## src/rtl/uart_rx_pkg.sv

```systemverilog
`default_nettype none
// ============================================================================
// Module   : uart_rx_pkg
// Purpose  : Shared types and constants for the UART receive front end.
//            Holds the receiver FSM state type, FIFO sizing, the bit
//            positions of the error flags inside a FIFO entry, and the
//            expected-parity helper used by the deframer.
// Ports    : none (package)
// Revision : 1.0  initial release
// ============================================================================
package uart_rx_pkg;

  localparam int RX_FIFO_DEPTH = 16;
  localparam int RX_WORD_W     = 11;

  // FIFO entry layout: {break, parity_err, framing_err, data[7:0]}
  localparam int BRK_BIT = 10;
  localparam int PE_BIT  = 9;
  localparam int FE_BIT  = 8;

  typedef enum logic [3:0] {
    IDLE      = 4'd0,
    START     = 4'd1,
    DATA      = 4'd2,
    PARITY    = 4'd3,
    STOP      = 4'd4,
    WAIT_HIGH = 4'd5
  } rx_state_t;

  // Parity bit the transmitter should have sent for this character.
  // Unused upper data bits are already zero, so they do not disturb the XOR.
  function automatic logic expected_parity(input logic [7:0] data,
                                           input logic [7:0] lcr);
    logic x;
    x = ^data;
    if (lcr[5]) begin
      return ~lcr[4];          // stick parity
    end else if (lcr[4]) begin
      return x;                // even parity
    end else begin
      return ~x;               // odd parity
    end
  endfunction

endpackage
`default_nettype wire

```

## src/rtl/uart_rx_if.sv

```systemverilog
`default_nettype none
// ============================================================================
// Module   : uart_rx_if
// Purpose  : Bundle between the UART register file and the receive front end.
// Ports    : register-file to receiver : rx_enable, LCR, srx, rx_fifo_re,
//                                        rx_fifo_clear
//            receiver to register-file : rx_data_out, rx_fifo_count,
//                                        rx_fifo_empty, rx_fifo_full,
//                                        push_rx_fifo, rx_idle, rx_overrun,
//                                        parity_error, framing_error,
//                                        break_error, rx_state
//            modport master : register-file side
//            modport slave  : receiver side
// Revision : 1.0  initial release
// ============================================================================
interface uart_rx_if #(
  parameter int FIFO_DEPTH = 16,
  parameter int WORD_W     = 11
);

  localparam int CNT_W = $clog2(FIFO_DEPTH) + 1;

  logic              rx_enable;
  logic [7:0]        LCR;
  logic              srx;
  logic              rx_fifo_re;
  logic              rx_fifo_clear;

  logic [WORD_W-1:0] rx_data_out;
  logic [CNT_W-1:0]  rx_fifo_count;
  logic              rx_fifo_empty;
  logic              rx_fifo_full;
  logic              push_rx_fifo;
  logic              rx_idle;
  logic              rx_overrun;
  logic              parity_error;
  logic              framing_error;
  logic              break_error;
  logic [3:0]        rx_state;

  modport master (
    output rx_enable, LCR, srx, rx_fifo_re, rx_fifo_clear,
    input  rx_data_out, rx_fifo_count, rx_fifo_empty, rx_fifo_full,
           push_rx_fifo, rx_idle, rx_overrun, parity_error, framing_error,
           break_error, rx_state
  );

  modport slave (
    input  rx_enable, LCR, srx, rx_fifo_re, rx_fifo_clear,
    output rx_data_out, rx_fifo_count, rx_fifo_empty, rx_fifo_full,
           push_rx_fifo, rx_idle, rx_overrun, parity_error, framing_error,
           break_error, rx_state
  );

endinterface
`default_nettype wire

```

## src/rtl/uart_rx_fifo.sv

```systemverilog
`default_nettype none
// ============================================================================
// Module   : uart_rx_fifo
// Purpose  : Receive FIFO holding characters with their error flags.
//            Priority: clear > push-while-full (drop, set overrun) >
//            simultaneous push/pop > pop-while-empty (ignored).
//            Overrun is sticky and cleared by a pop strobe or a clear.
// Ports    : clk, rst      clock, asynchronous active-high reset
//            i_clear       synchronous flush
//            i_push/i_wdata write strobe and entry
//            i_pop         read strobe
//            o_rdata       head entry, zero when empty
//            o_count       occupancy 0..FIFO_DEPTH
//            o_empty/o_full status flags
//            o_overrun     sticky overrun flag
// Revision : 1.0  initial release
// ============================================================================
module uart_rx_fifo #(
  parameter  int FIFO_DEPTH = 16,
  parameter  int WORD_W     = 11,
  localparam int PTR_W      = $clog2(FIFO_DEPTH),
  localparam int CNT_W      = PTR_W + 1
) (
  input  wire               clk,
  input  wire               rst,
  input  wire               i_clear,
  input  wire               i_push,
  input  wire  [WORD_W-1:0] i_wdata,
  input  wire               i_pop,
  output logic [WORD_W-1:0] o_rdata,
  output logic [CNT_W-1:0]  o_count,
  output logic              o_empty,
  output logic              o_full,
  output logic              o_overrun
);

  logic [WORD_W-1:0] mem_q [FIFO_DEPTH];
  logic [PTR_W-1:0]  wr_ptr_q, wr_ptr_d;
  logic [PTR_W-1:0]  rd_ptr_q, rd_ptr_d;
  logic [CNT_W-1:0]  count_q, count_d;
  logic              overrun_q, overrun_d;
  logic              w_wr_en;
  logic              w_rd_en;
  logic              w_empty;
  logic              w_full;

  assign w_empty = (count_q == '0);
  assign w_full  = (count_q == CNT_W'(FIFO_DEPTH));

  always_comb begin
    w_wr_en   = 1'b0;
    w_rd_en   = 1'b0;
    wr_ptr_d  = wr_ptr_q;
    rd_ptr_d  = rd_ptr_q;
    count_d   = count_q;
    overrun_d = overrun_q;
    if (i_clear) begin
      // Flush wins over everything, including a push in the same cycle.
      wr_ptr_d  = '0;
      rd_ptr_d  = '0;
      count_d   = '0;
      overrun_d = 1'b0;
    end else begin
      w_rd_en = i_pop && !w_empty;
      // When full, a write is only possible because a pop frees a slot.
      w_wr_en = i_push && (!w_full || i_pop);
      if (i_push && w_full && !i_pop) begin
        overrun_d = 1'b1;
      end else if (i_pop) begin
        overrun_d = 1'b0;
      end
      if (w_wr_en) begin
        wr_ptr_d = wr_ptr_q + PTR_W'(1);
      end
      if (w_rd_en) begin
        rd_ptr_d = rd_ptr_q + PTR_W'(1);
      end
      count_d = count_q + CNT_W'(w_wr_en) - CNT_W'(w_rd_en);
    end
  end

  always_ff @(posedge clk or posedge rst) begin
    if (rst) begin
      wr_ptr_q  <= '0;
      rd_ptr_q  <= '0;
      count_q   <= '0;
      overrun_q <= 1'b0;
    end else begin
      wr_ptr_q  <= wr_ptr_d;
      rd_ptr_q  <= rd_ptr_d;
      count_q   <= count_d;
      overrun_q <= overrun_d;
    end
  end

  // Storage carries no reset; its contents are only visible when count > 0.
  always_ff @(posedge clk) begin
    if (w_wr_en) begin
      mem_q[wr_ptr_q] <= i_wdata;
    end
  end

  assign o_rdata   = w_empty ? '0 : mem_q[rd_ptr_q];
  assign o_count   = count_q;
  assign o_empty   = w_empty;
  assign o_full    = w_full;
  assign o_overrun = overrun_q;

endmodule
`default_nettype wire

```

## src/rtl/uart_rx_deserializer.sv

```systemverilog
`default_nettype none
// ============================================================================
// Module   : uart_rx_deserializer
// Purpose  : UART receive front end. Synchronizes srx, oversamples at 16x
//            using the rx_enable baud tick, deframes characters according to
//            LCR (5..8 data bits, optional even/odd/stick parity, one stop
//            bit checked) and stores {break, parity_err, framing_err, data}
//            in a FIFO.
// Ports    : PCLK     clock, rising edge
//            PRESET   asynchronous active-high reset
//            bus      uart_rx_if.slave: rx_enable, LCR, srx, rx_fifo_re,
//                     rx_fifo_clear in; FIFO head/status, push pulse,
//                     error flags, idle, overrun and debug state out
// Revision : 1.0  initial release
// ============================================================================
module uart_rx_deserializer
  import uart_rx_pkg::*;
#(
  parameter int FIFO_DEPTH = RX_FIFO_DEPTH,
  parameter int WORD_W     = RX_WORD_W
) (
  input  wire       PCLK,
  input  wire       PRESET,
  uart_rx_if.slave  bus
);

  logic              sync1_q, sync1_d;
  logic              sync2_q, sync2_d;
  rx_state_t         state_q, state_d;
  logic [3:0]        cnt_q, cnt_d;
  logic [2:0]        bit_idx_q, bit_idx_d;
  logic [7:0]        data_q, data_d;
  logic              par_bit_q, par_bit_d;
  logic              par_err_q, par_err_d;
  logic              push_q, push_d;
  logic              pe_q, pe_d;
  logic              fe_q, fe_d;
  logic              brk_q, brk_d;
  logic [WORD_W-1:0] entry_q, entry_d;

  logic              w_s;
  logic [2:0]        w_last_bit;
  logic              w_exp_par;
  logic              w_brk;
  logic              w_unused_lcr;

  assign w_s          = sync2_q;
  // Index of the final data bit: 4 for 5-bit words up to 7 for 8-bit words.
  assign w_last_bit   = 3'd4 + {1'b0, bus.LCR[1:0]};
  assign w_exp_par    = expected_parity(data_q, bus.LCR);
  assign w_unused_lcr = ^{bus.LCR[7:6], bus.LCR[2]};

  always_comb begin
    sync1_d   = bus.srx;
    sync2_d   = sync1_q;
    state_d   = state_q;
    cnt_d     = cnt_q;
    bit_idx_d = bit_idx_q;
    data_d    = data_q;
    par_bit_d = par_bit_q;
    par_err_d = par_err_q;
    entry_d   = entry_q;
    push_d    = 1'b0;
    pe_d      = 1'b0;
    fe_d      = 1'b0;
    brk_d     = 1'b0;
    w_brk     = 1'b0;

    if (bus.rx_enable) begin
      // The tick counter free-runs mod 16 inside a frame so the sample
      // point lands 16 ticks after the previous one.
      cnt_d = cnt_q + 4'd1;
      case (state_q)
        IDLE: begin
          cnt_d = '0;
          if (!w_s) begin
            state_d = START;
          end
        end
        START: begin
          if (cnt_q == 4'd7) begin
            cnt_d = '0;
            if (!w_s) begin
              state_d   = DATA;
              bit_idx_d = '0;
              data_d    = '0;
              par_bit_d = 1'b0;
              par_err_d = 1'b0;
            end else begin
              // Line went back high by mid-start: treat as a glitch.
              state_d = IDLE;
            end
          end
        end
        DATA: begin
          if (cnt_q == 4'd15) begin
            data_d[bit_idx_q] = w_s;
            if (bit_idx_q == w_last_bit) begin
              state_d = bus.LCR[3] ? PARITY : STOP;
            end else begin
              bit_idx_d = bit_idx_q + 3'd1;
            end
          end
        end
        PARITY: begin
          if (cnt_q == 4'd15) begin
            par_bit_d = w_s;
            par_err_d = (w_s != w_exp_par);
            state_d   = STOP;
          end
        end
        STOP: begin
          if (cnt_q == 4'd15) begin
            // Break: every bit of the frame, including parity and stop,
            // was low. The error flags are suppressed for a break entry.
            w_brk   = (data_q == 8'h00) && (!bus.LCR[3] || !par_bit_q) && !w_s;
            push_d  = 1'b1;
            brk_d   = w_brk;
            pe_d    = par_err_q && !w_brk;
            fe_d    = !w_s && !w_brk;
            entry_d = '0;
            entry_d[BRK_BIT] = w_brk;
            entry_d[PE_BIT]  = par_err_q && !w_brk;
            entry_d[FE_BIT]  = !w_s && !w_brk;
            entry_d[7:0]     = data_q;
            state_d = w_s ? IDLE : WAIT_HIGH;
          end
        end
        WAIT_HIGH: begin
          // Hold off until the line is released so a long break yields
          // only one entry.
          cnt_d = '0;
          if (w_s) begin
            state_d = IDLE;
          end
        end
        default: begin
          cnt_d   = '0;
          state_d = IDLE;
        end
      endcase
    end
  end

  always_ff @(posedge PCLK or posedge PRESET) begin
    if (PRESET) begin
      sync1_q   <= 1'b1;
      sync2_q   <= 1'b1;
      state_q   <= IDLE;
      cnt_q     <= '0;
      bit_idx_q <= '0;
      data_q    <= '0;
      par_bit_q <= 1'b0;
      par_err_q <= 1'b0;
      entry_q   <= '0;
      push_q    <= 1'b0;
      pe_q      <= 1'b0;
      fe_q      <= 1'b0;
      brk_q     <= 1'b0;
    end else begin
      sync1_q   <= sync1_d;
      sync2_q   <= sync2_d;
      state_q   <= state_d;
      cnt_q     <= cnt_d;
      bit_idx_q <= bit_idx_d;
      data_q    <= data_d;
      par_bit_q <= par_bit_d;
      par_err_q <= par_err_d;
      entry_q   <= entry_d;
      push_q    <= push_d;
      pe_q      <= pe_d;
      fe_q      <= fe_d;
      brk_q     <= brk_d;
    end
  end

  uart_rx_fifo #(
    .FIFO_DEPTH (FIFO_DEPTH),
    .WORD_W     (WORD_W)
  ) u_fifo (
    .clk       (PCLK),
    .rst       (PRESET),
    .i_clear   (bus.rx_fifo_clear),
    .i_push    (push_q),
    .i_wdata   (entry_q),
    .i_pop     (bus.rx_fifo_re),
    .o_rdata   (bus.rx_data_out),
    .o_count   (bus.rx_fifo_count),
    .o_empty   (bus.rx_fifo_empty),
    .o_full    (bus.rx_fifo_full),
    .o_overrun (bus.rx_overrun)
  );

  assign bus.push_rx_fifo  = push_q;
  assign bus.parity_error  = pe_q;
  assign bus.framing_error = fe_q;
  assign bus.break_error   = brk_q;
  assign bus.rx_idle       = (state_q == IDLE);
  assign bus.rx_state      = state_q;

endmodule
`default_nettype wire

```

## src/flat_wrapper.sv

```systemverilog
// flat-port wrapper written by rule: the top's interface ports become plain ports
module uart_rx_deserializer_flat import uart_rx_pkg::*;
#(
  parameter int FIFO_DEPTH = RX_FIFO_DEPTH,
  parameter int WORD_W     = RX_WORD_W
)
  (PCLK, PRESET, bus_rx_enable, bus_LCR, bus_srx, bus_rx_fifo_re, bus_rx_fifo_clear, bus_rx_data_out, bus_rx_fifo_count, bus_rx_fifo_empty, bus_rx_fifo_full, bus_push_rx_fifo, bus_rx_idle, bus_rx_overrun, bus_parity_error, bus_framing_error, bus_break_error, bus_rx_state);
  uart_rx_if #(.FIFO_DEPTH(FIFO_DEPTH), .WORD_W(WORD_W)) bus_i ();
  input  wire PCLK;
  input  wire PRESET;
  input wire logic [$bits(bus_i.rx_enable)-1:0] bus_rx_enable;
  input wire logic [$bits(bus_i.LCR)-1:0] bus_LCR;
  input wire logic [$bits(bus_i.srx)-1:0] bus_srx;
  input wire logic [$bits(bus_i.rx_fifo_re)-1:0] bus_rx_fifo_re;
  input wire logic [$bits(bus_i.rx_fifo_clear)-1:0] bus_rx_fifo_clear;
  output wire logic [$bits(bus_i.rx_data_out)-1:0] bus_rx_data_out;
  output wire logic [$bits(bus_i.rx_fifo_count)-1:0] bus_rx_fifo_count;
  output wire logic [$bits(bus_i.rx_fifo_empty)-1:0] bus_rx_fifo_empty;
  output wire logic [$bits(bus_i.rx_fifo_full)-1:0] bus_rx_fifo_full;
  output wire logic [$bits(bus_i.push_rx_fifo)-1:0] bus_push_rx_fifo;
  output wire logic [$bits(bus_i.rx_idle)-1:0] bus_rx_idle;
  output wire logic [$bits(bus_i.rx_overrun)-1:0] bus_rx_overrun;
  output wire logic [$bits(bus_i.parity_error)-1:0] bus_parity_error;
  output wire logic [$bits(bus_i.framing_error)-1:0] bus_framing_error;
  output wire logic [$bits(bus_i.break_error)-1:0] bus_break_error;
  output wire logic [$bits(bus_i.rx_state)-1:0] bus_rx_state;
  assign bus_i.rx_enable = bus_rx_enable;
  assign bus_i.LCR = bus_LCR;
  assign bus_i.srx = bus_srx;
  assign bus_i.rx_fifo_re = bus_rx_fifo_re;
  assign bus_i.rx_fifo_clear = bus_rx_fifo_clear;
  assign bus_rx_data_out = bus_i.rx_data_out;
  assign bus_rx_fifo_count = bus_i.rx_fifo_count;
  assign bus_rx_fifo_empty = bus_i.rx_fifo_empty;
  assign bus_rx_fifo_full = bus_i.rx_fifo_full;
  assign bus_push_rx_fifo = bus_i.push_rx_fifo;
  assign bus_rx_idle = bus_i.rx_idle;
  assign bus_rx_overrun = bus_i.rx_overrun;
  assign bus_parity_error = bus_i.parity_error;
  assign bus_framing_error = bus_i.framing_error;
  assign bus_break_error = bus_i.break_error;
  assign bus_rx_state = bus_i.rx_state;
  uart_rx_deserializer #(.FIFO_DEPTH(FIFO_DEPTH), .WORD_W(WORD_W)) u_core (.PCLK(PCLK), .PRESET(PRESET), .bus(bus_i));
endmodule
```

## config.mk

```make
export PLATFORM = sky130hd
export DESIGN_NAME = uart_rx_deserializer_flat
export DESIGN_NICKNAME = d
export VERILOG_FILES = /design/src/rtl/uart_rx_pkg.sv /design/src/rtl/uart_rx_if.sv /design/src/rtl/uart_rx_fifo.sv /design/src/rtl/uart_rx_deserializer.sv /design/src/flat_wrapper.sv
export SDC_FILE = /design/constraint.sdc
export NUM_CORES = 1
export LEC_CHECK = 0
export CAP_MARGIN = 25
export CORE_ASPECT_RATIO = 1.75
export CORE_MARGIN = 4
export CORE_UTILIZATION = 45
export DETAILED_ROUTE_END_ITERATION = 8
export PLACE_DENSITY_LB_ADDON = 0.15
export SYNTH_ARGS = -nofsm -noshare
export SYNTH_HDL_FRONTEND = slang
export SYNTH_SLANG_ARGS = --single-unit
```

## constraint.sdc

```tcl
create_clock -name PCLK -period 2.75 [get_ports PCLK]
set_clock_uncertainty 0.15 [all_clocks]
set_input_delay 0.55 -clock PCLK [delete_from_list [all_inputs] [get_ports PCLK]]
set_output_delay 0.55 -clock PCLK [all_outputs]
set_load 0.02 [all_outputs]
```

After elaboration in Yosys (flattened, before gate mapping)

Memories as Yosys holds them, arrays and structs flattened.
Cells that the tools add are included.

Add/sub/neg operators: 7
Shift-type cells: 0
Bitwise logic cells: 2
Equality and inequality tests: 19
Divide/modulo/power cells: 0
$mul: 0
Multiplexer cells: 57
Reduce and logical (&&, ||, !) cells: 33
Order comparisons: 2

Operators by type and width:

| operator                                              | count |
|---|---|
| 2-to-1 mux 4 bit                                      | 12 |
| 2-to-1 mux 1 bit                                      | 25 |
| 2-to-1 mux 8 bit                                      | 3 |
| one-hot mux 4 bit (6 select lines)                    | 1 |
| 2-to-1 mux 3 bit                                      | 6 |
| one-hot mux 8 bit (2 select lines)                    | 1 |
| adder 4 x 1 -> 4 bit, second input constant           | 3 |
| == test 4 x 3 -> 1 bit, second input constant         | 3 |
| inequality test 2 x 1 -> 1 bit, second input constant | 6 |
| 2-to-1 mux 11 bit                                     | 1 |
| AND reduction 5 bit                                   | 2 |
| logical AND 1 bit                                     | 9 |
| bitwise mux 8 bit                                     | 1 |
| == test 4 x 2 -> 1 bit, second input constant         | 2 |
| zero test 8 bit                                       | 1 |
| one-hot mux 4 bit (2 select lines)                    | 1 |
| AND reduction 8 bit                                   | 1 |
| nonzero test 2 bit                                    | 4 |
| parity 8 bit                                          | 1 |
| zero test 1 bit                                       | 7 |
| inequality test 2 bit, second input constant          | 3 |
| one-hot mux 3 bit (2 select lines)                    | 1 |
| AND reduction 6 bit                                   | 1 |
| adder 5 x 1 -> 5 bit                                  | 1 |
| 21 further kinds                                      | 24 |

Logic and storage cells: 138
Bits in read-only memories: 0
Memories: 1
Memory bits (writable): 176
Input bits: 14
Register bits after elaboration: 52
Output and inout bits: 28
Latch bits: 0

Memory list:

| name                | depth | bits a word | rd ports | clocked after Yosys merged registers in | wr ports | RTL line           | text |
|---|---|---|---|---|---|---|---|
| u_core.u_fifo.mem_q | 16    | 11          | 1        | 0                                       | 1        | uart_rx_fifo.sv:37 | `logic [WORD_W-1:0] mem_q [FIFO_DEPTH];` |

Longest topological paths before layout

Word-level depth: 9
Gate-level depth with buffers: 15

Cells and area by module

Synthesis repeated with hierarchy kept, for this count alone.

Cell total of the unflattened synthesis: 606
Area total of the unflattened synthesis: 9706.8 sq um

Modules (own cells, without submodules):

| module               | sequential area each (sq um) | area each (sq um) | cells an instance | times used |
|---|---|---|---|---|
| uart_rx_fifo         | 5635.4                       | 7732.4            | 393               | 1 |
| uart_rx_deserializer | 928.4                        | 1974.4            | 213               | 1 |

Worst setup path before layout

Ideal clock, no wire load.

Kind: register to register
Start: reg u_core.u_fifo.count_q[3], in the netlist u_core.u_fifo.o_count[3]
End: reg u_core.u_fifo.count_q[4], in the netlist u_core.u_fifo.o_count[4]
Clock period less this slack: 3166 ps
Data arrival time: 2927 ps
Stages on the path, launching flop included: 16
Library setup time: 88 ps
Buffers on the path: 1
Path slack: -416 ps
Data required time: 2512 ps
Cells stage by stage: dfrtp_1 inv_1 ha_1 or4b_2 clkbuf_1 nand2_1 inv_1 ha_1 inv_1 ha_1 inv_1 fa_1 nor2b_1 o21bai_1 nand3_1 nor3b_1

Longest elaborated chain between the ends: 7
Elaborated cells between the ends (all ways): 10

RTL lines:

| item                               | RTL line           | text |
|---|---|---|
| start, declared                    | uart_rx_fifo.sv:40 | `logic [CNT_W-1:0] count_q, count_d;` |
| start signal, assigned             | uart_rx_fifo.sv:91 | `count_q <= count_d;` |
| == test 5 bit                      | uart_rx_fifo.sv:48 | `assign w_full = (count_q == CNT_W'(FIFO_DEPTH));` |
| zero test 1 bit                    | uart_rx_fifo.sv:66 | `w_wr_en = i_push && (!w_full \|\| i_pop);` |
| logical OR 1 bit                   | uart_rx_fifo.sv:66 |  |
| logical AND 1 bit                  | uart_rx_fifo.sv:66 |  |
| adder 5 x 1 -> 5 bit               | uart_rx_fifo.sv:78 | `count_d = count_q + CNT_W'(w_wr_en) - CNT_W'(w_rd_en);` |
| subtractor 5 x 1 -> 5 bit *        | uart_rx_fifo.sv:78 |  |
| 2-to-1 mux 5 bit *                 | uart_rx_fifo.sv:57 | `if (i_clear) begin` |
| named net u_core.u_fifo.count_d[4] | uart_rx_fifo.sv:40 |  |

Mark *: on every way through the listed nets, which the timed path passes. The rest lies on a longest branch.
A chain may end at the register's enable or synchronous reset.

Final worst setup path

Start: reg u_core.u_fifo.rd_ptr_q[0]
End: out bus_rx_data_out[3]

Longest elaborated chain between the ends: 2

RTL lines:

| item                      | RTL line            | text |
|---|---|---|
| start, declared           | uart_rx_fifo.sv:39  | `logic [PTR_W-1:0] rd_ptr_q, rd_ptr_d;` |
| start signal, assigned    | uart_rx_fifo.sv:90  | `rd_ptr_q <= rd_ptr_d;` |
| memory read (16 x 11 bit) | --                  |  |
| 2-to-1 mux 11 bit         | uart_rx_fifo.sv:103 | `assign o_rdata = w_empty ? '0 : mem_q[rd_ptr_q];` |
| end, declared             | flat_wrapper.sv:16  | `output wire logic [$bits(bus_i.rx_data_out)-1:0] bus_rx_data_out;` |

Every way passes these cells.

==> Flow_metrics.wiki <==
{| class="wikitable"
! Metric !! Value
|-
| Layout overhead on the synthesized area || 23.3%
|-
| Router iterations before antenna repair || 4
|-
| Proportion of total power due to net switching || 0.276
|-
| Final std cell area, no fill || 11800 um2
|-
| Worst voltage drop across the vdd grid || between 500 and 600 uV
|-
| Count of buffers inserted at the top-level ports || 37
|-
| Count of flip-flops with a built-in enable after synthesis || 176
|-
| Cell internal pwr || around 7.1 mW
|-
| Run status || finished with violations
|-
| Y dimension of the die || 201 um
|-
| Total CTS buffers || 21
|-
| Maximum buffer depth of the clock tree || 3
|-
| Floorplan row count || 70
|-
| Xor and xnor fraction of the mapped netlist area || 0.0137
|-
| Die Area || around 24000 um2
|-
| Synthesized net count || 634
|-
| Source-to-sink clock delay at the later pin of the worst-skew pair || about 0.50 ns
|-
| Most used DFF post-synth || sky130_fd_sc_hd__edfxtp_1
|-
| Flip-flop and latch area || 6570 um2
|-
| Syn_area_per_cell || 16.0 um2
|-
| Maximum clock frequency || 337 MHz
|-
| Post-route ant nets || 0
|-
| Detailed-route wire length per cell || between 20 and 25 um
|-
| Largest net degree at the start of global routing || 24
|-
| Transition at the pin with the smallest max-transition slack || between 0.6 and 0.7 ns
|-
| Simple-gate share of the synthesized area || 0.0624
|-
| Type of origin of the critical path || flip-flop
|-
| Worst Path Max Fanout || 6
|-
| Total of warnings raised by yosys || 0
|-
| Violated checks || negative setup slack
|-
| Commonest non-fill, non-tap cells in the layout || sky130_fd_sc_hd__edfxtp_1, sky130_fd_sc_hd__buf_4, sky130_fd_sc_hd__dfrtp_1
|-
| HPWL after detailed placement || 14.3 mm
|-
| Initial core utilization || 0.459
|-
| Fraction of layout instances using a drive strength above 1 || 0.291
|-
| Nets || 742
|-
| Sequential cell fraction of total power || 0.412
|-
| Unrepaired setup endpoints after global routing || true
|-
| Cell area after synthesis || between 9000 and 10000 um2
|-
| Worst slew slack as a fraction of its limit || 0.542
|-
| Area share of fa/ha/maj cells after synthesis || 0.0242
|-
| Drt first-iter violations || around 220
|-
| Endpoint kind of the worst setup timing path || output port
|-
| Die W || 118 um
|-
| Crit path DAT || 2.27 ns
|-
| Placed cell area || about 11000 um2
|-
| Placeable Area || 20900 um2
|-
| Number of global-route vias before repair || a little under 6000
|-
| Multi-input gate area in the final layout || between 2000 and 3000 um2
|-
| Drt via density || 5.50
|-
| H-tree depth || 1
|-
| Total net switching power || 2.72 mW
|-
| Max-cap violations || 0
|-
| Most Frequent Cell on Critical Path || sky130_fd_sc_hd__buf_12
|-
| Crit path cell chain || buf_12, buf_12, mux4_2, mux2i_2, o22ai_2, buf_6
|-
| Post-Syn Instances || between 600 and 700
|-
| Required time of the worst setup path || a little over 2 ns
|-
| Total design power || 9.84 mW
|-
| Longest individual stage delay on the worst path || between 0.5 and 0.6 ns
|-
| Fin crit period || between 2 and 3 ns
|-
| Worst-path cell with the longest stage delay || sky130_fd_sc_hd__mux4_2
|-
| Overall via count from detail_route || 5371
|-
| RePlAce Congestion || between 0.7 and 0.8
|-
| Largest family of logic cells by synthesized area || multiplexers
|-
| DRT Wirelength || 20.6 mm
|-
| All-Layer GR Usage || 0.176
|-
| Final-layout fill cell count || 1637
|-
| Final number of max-transition violations || 0
|-
| Post-route setup TNS || -1.95 ns
|-
| Total inserted antenna cells || 0
|-
| Final Hold Fails || 0
|-
| DRC violation count after routing || 0
|-
| Clock sink count || approximately 230
|-
| Sequential-to-total area share from yosys stat || 0.683
|-
| Clock transition time at the flip-flop clock pins of the worst setup and hold paths || 0.07 ns
|-
| Seq cells post-synth || 227
|-
| Sum of buffers and inverters on the critical path || 3
|-
| Tightest Hold Check Type || primary input to async pin
|-
| Area fraction in compound gates after synthesis || 0.0610
|-
| Boundary Pins || 42
|-
| Fraction of power consumed by the clock network || 0.303
|-
| Total power density per cell area || 831 nW/um2
|-
| Most frequent standard cell in the layout excluding fill and tap cells || sky130_fd_sc_hd__edfxtp_1
|-
| Cell chosen for the clock root || sky130_fd_sc_hd__clkbuf_16
|-
| Cell type group with the largest total delay on the critical path || multiplexers
|-
| Proportion of synthesized area in mux cells || 0.127
|-
| Final worst path period share || 1.08
|-
| Number of distinct library cell variants in the gate-level netlist after synthesis || 57
|-
| Async S/R FF share, synth || 0.225
|-
| First-pass GRT wire length || 32.6 mm
|-
| Endpoints failing setup || 13
|-
| Clock tree from TritonCTS || done
|-
| Worst-case setup margin in the final layout || -0.220 ns
|-
| Share of power burned in combinational logic || 0.285
|-
| Total grt overflow || 0
|-
| Standby leakage power || 4.32 nW
|-
| Classification of the worst setup path || flip-flop to output port
|-
| Antenna violations before repair || 0
|}
[power by group through the flow]
stage               Clock (mW)  Sequential [mW]  Combinational [mW]
finish                    2.99             4.05                2.81
global placement             0             4.11                2.55
floorplan                    0             4.09                1.49
detailed placement           0             4.12                2.61
global route              3.18             4.07                3.03
CTS                       3.05             4.05                2.80
[cell type report]
type	instances	area share
Sequential cell	227	0.555
Tap cell	252	0.0266
Multi-Input combinational cell	311	0.248
Timing Repair Buffer	119	0.101
Clock inverter	9	0.0111
Clock buffer	28	0.0491
Inverter	30	0.00972
[Yosys cell counts (all sizes together) (7+ instances only)]
cell,n,area share
nor2b,10,0.0065
xor2,7,0.0064
mux4,44,0.10
o22ai,13,0.0085
nor3,10,0.0052
ha,17,0.022
a21o,8,0.0063
mux2i,23,0.024
xnor2,8,0.0073
nand3,10,0.0052
inv,30,0.012
nor2,26,0.010
nand2,32,0.013
dfrtp,49,0.13
edfxtp,176,0.55
o21ai,27,0.014
clkbuf,17,0.0066
a21oi,16,0.0083
buf,17,0.0095
[layer usage]
layer,global-route usage,share of wire,vias up
li1,-,-,2522
met4,0.0510,0.020,0
met1,0.184,0.35,2732
met5,0,0,-
met2,0.359,0.60,86
met3,0.0219,0.031,31
[cells by family after synthesis]
kind of cell / Yosys count
buffers and inverters: 64
other: 1
adder cells (fa/ha/maj): 18
AO/OA/AOI/OAI: 92
AND/OR/NAND/NOR: 118
multiplexers: 67
XOR/XNOR: 15
flip-flops: 227
[flip-flops by register name, indices dropped and copies added, names as in the netlist]
name	cells
u_core.data_q	8
u_core.sync1_q	1
u_core.bus.push_rx_fifo	1
u_core.bus.break_error	1
u_core.bus.framing_error	1
u_core.u_fifo.wr_ptr_q	4
u_core.par_bit_q	1
u_core.u_fifo.o_overrun	1
u_core.bus.parity_error	1
u_core.u_fifo.o_count	5
u_core.bit_idx_q	3
u_core.u_fifo.mem_q	176
u_core.bus.rx_state	3
u_core.sync2_q	1
u_core.cnt_q	4
u_core.u_fifo.rd_ptr_q	4
u_core.par_err_q	1
u_core.entry_q	11
[stage by stage]
step / utilization / setup slack (ns) / cells / hold WS (ns)
finish: 0.566 / -0.220 / 976 / 0.171
global route: 0.566 / -0.279 / 976 / 0.190
CTS: 0.564 / -0.262 / 974 / 0.166
floorplan: - / -0.103 / 602 / 0.195
detailed placement: 0.523 / -0.152 / 929 / 0.206
global placement: 0.523 / -0.102 / 929 / 0.197
[path summary, 6_finish.rpt]
path	slack [ns]	cells past startpoint	startpoint	to
worst max-delay path	-0.22	6	u_core.u_fifo.rd_ptr_q[0]	bus_rx_data_out[3]
min in group PCLK	0.21	0	u_core.sync1_q	u_core.sync2_q
max in group asynchronous	1.66	3	PRESET	u_core.entry_q[4]
worst min register to register	0.21	0	u_core.sync1_q	u_core.sync2_q
worst min-delay path	0.17	2	PRESET	u_core.entry_q[9]
worst max register to register	-0.14	15	u_core.u_fifo.o_count[2]	u_core.u_fifo.o_count[4]
[repair_timing]
item                                    4_1_cts  5_1_grt
resized for setup                            76       15
cloned                                        1        0
endpoints found under the setup margin       14       15
pin swaps                                    10        7
hold buffers                                  0        0
setup buffers                                 7        6
Power figures use the tool's default switching activity.
==> edit (same flow settings) <==
Set the package constant `RX_WORD_W` to 12 (it was 11).
--- a/src/rtl/uart_rx_pkg.sv
+++ b/src/rtl/uart_rx_pkg.sv
@@ -12,5 +12,5 @@
 
   localparam int RX_FIFO_DEPTH = 16;
-  localparam int RX_WORD_W     = 11;
+  localparam int RX_WORD_W     = 12;
 
   // FIFO entry layout: {break, parity_err, framing_err, data[7:0]}
Interface: changed (resized bus_rx_data_out); port bits go from 42 to 43. No check against the original RTL was run, so the function may have changed too.
==> edit against the unedited design <==
The run still ends with setup timing left; worst setup slack got worse by 6.3 ps; critical path depth rose by 1; final area rose by 1.2%; power rose by 3.1%; cell count fell by 0.10%; global-route usage rose by 0.067 points; routed wire length rose by 0.93%; via count rose by 2.1%; largest cell class unchanged; sequential cell count did not move; area after synthesis barely moved.
==> edit: results (changes against the unedited design) <==
| Metric | Value |
|---|---|
| Status | `finished with violations (unchanged)` |
| Failing checks | `setup timing (unchanged)` |
| P_int | `7.32 mW (was 7.13 mW)` |
| Setup_tns | `-2160 ps (was -1950 ps)` |
| Drt wl/cell | `21.3 um (was 21.1 um)` |
| Combinational share of power | `0.302 (was 0.285)` |
| Via-to-Cell Ratio | `5.62 (was 5.50)` |
| First-pass GRT wire length | `32800 um (was 32600 um)` |
| Hold crit path type | `flop to flop (was input pin to async pin)` |
| Post-detail-place hpwl | `14100 um (was 14300 um)` |
| Fraction of area in clock buffers and inverters | `0.0595 (was 0.0602)` |
| Cells after Synth | `603 (was 602)` |
| Pwr Density | `846 nW/um^2 (was 831 nW/um^2)` |
| Repair and plain buffers | `118 (was 119)` |
| Gpl congestion | `0.848 (was 0.797)` |
| Leakage | `4.37 nW (was 4.32 nW)` |
| Final setup violation count | `12 (was 13)` |
| Vias in the first global route | `5942 (was 5896)` |
| DP Worst Slack | `-153 ps (was -152 ps)` |
| Post-synthesis sequential area ratio | `0.683 (about the same)` |
| Clock buffer count | `24 (was 28)` |
| Worst vdd ir | `0.000424 V (was 0.000549 V)` |
| Fraction of area in multi-input gates | `0.251 (was 0.248)` |
| Final setup margin | `-226 ps (was -220 ps)` |
| Largest net degree at the start of global routing | `52 (was 24)` |
| Combinational power | `3.06 mW (was 2.81 mW)` |
| Count of multi-input combinational gates | `312 (was 311)` |
| Drt pass-1 iters | `6 (was 4)` |
| Gr usage total | `0.177 (was 0.176)` |
| Rel. slew slack | `0.555 (was 0.542)` |
| Critical path destination | `bus_rx_data_out[9] (was bus_rx_data_out[3])` |
| Non-clock buffering overhead | `0.106 (was 0.101)` |
| CP Max Fanout | `7 (was 6)` |
| First DRT Iteration DRCs | `303 (was 219)` |
-- edit: worst reg2reg max path: cells and delay by family, from the launching register on --
family                   cells  cell delay (ps)
flip-flops                   1              410
adder cells (fa/ha/maj)      4              790
AND/OR/NAND/NOR              5              970
buffers and inverters        5              370
AO/OA/AOI/OAI                1               90
-- edit: kinds of logic after synthesis --
kind of cell	Yosys count	synth area share
compound gates	92	0.0609
xor+xnor	15	0.0137
fa+ha+maj	18	0.0242
buf+inv	65	0.0286
flops	227	0.683
mux	67	0.127
other cells	1	0.000390
simple gates	118	0.0623
-- edit: per-layer routing --
metal	wire length, um	part of all wire	track usage	vias up
met3	643	0.031	0.0191	32
li1	-	-	-	2535
met2	12400	0.60	0.364	116
met1	7390	0.36	0.189	2799
met4	337	0.016	0.0414	0
met5	0	0	0	-
-- edit: what timing repair did --
item,in CTS,in global routing
resized for setup,96,17
setup endpoints to repair,14,16
pin swaps,9,5
buffers inserted,13,2
cloned,2,0
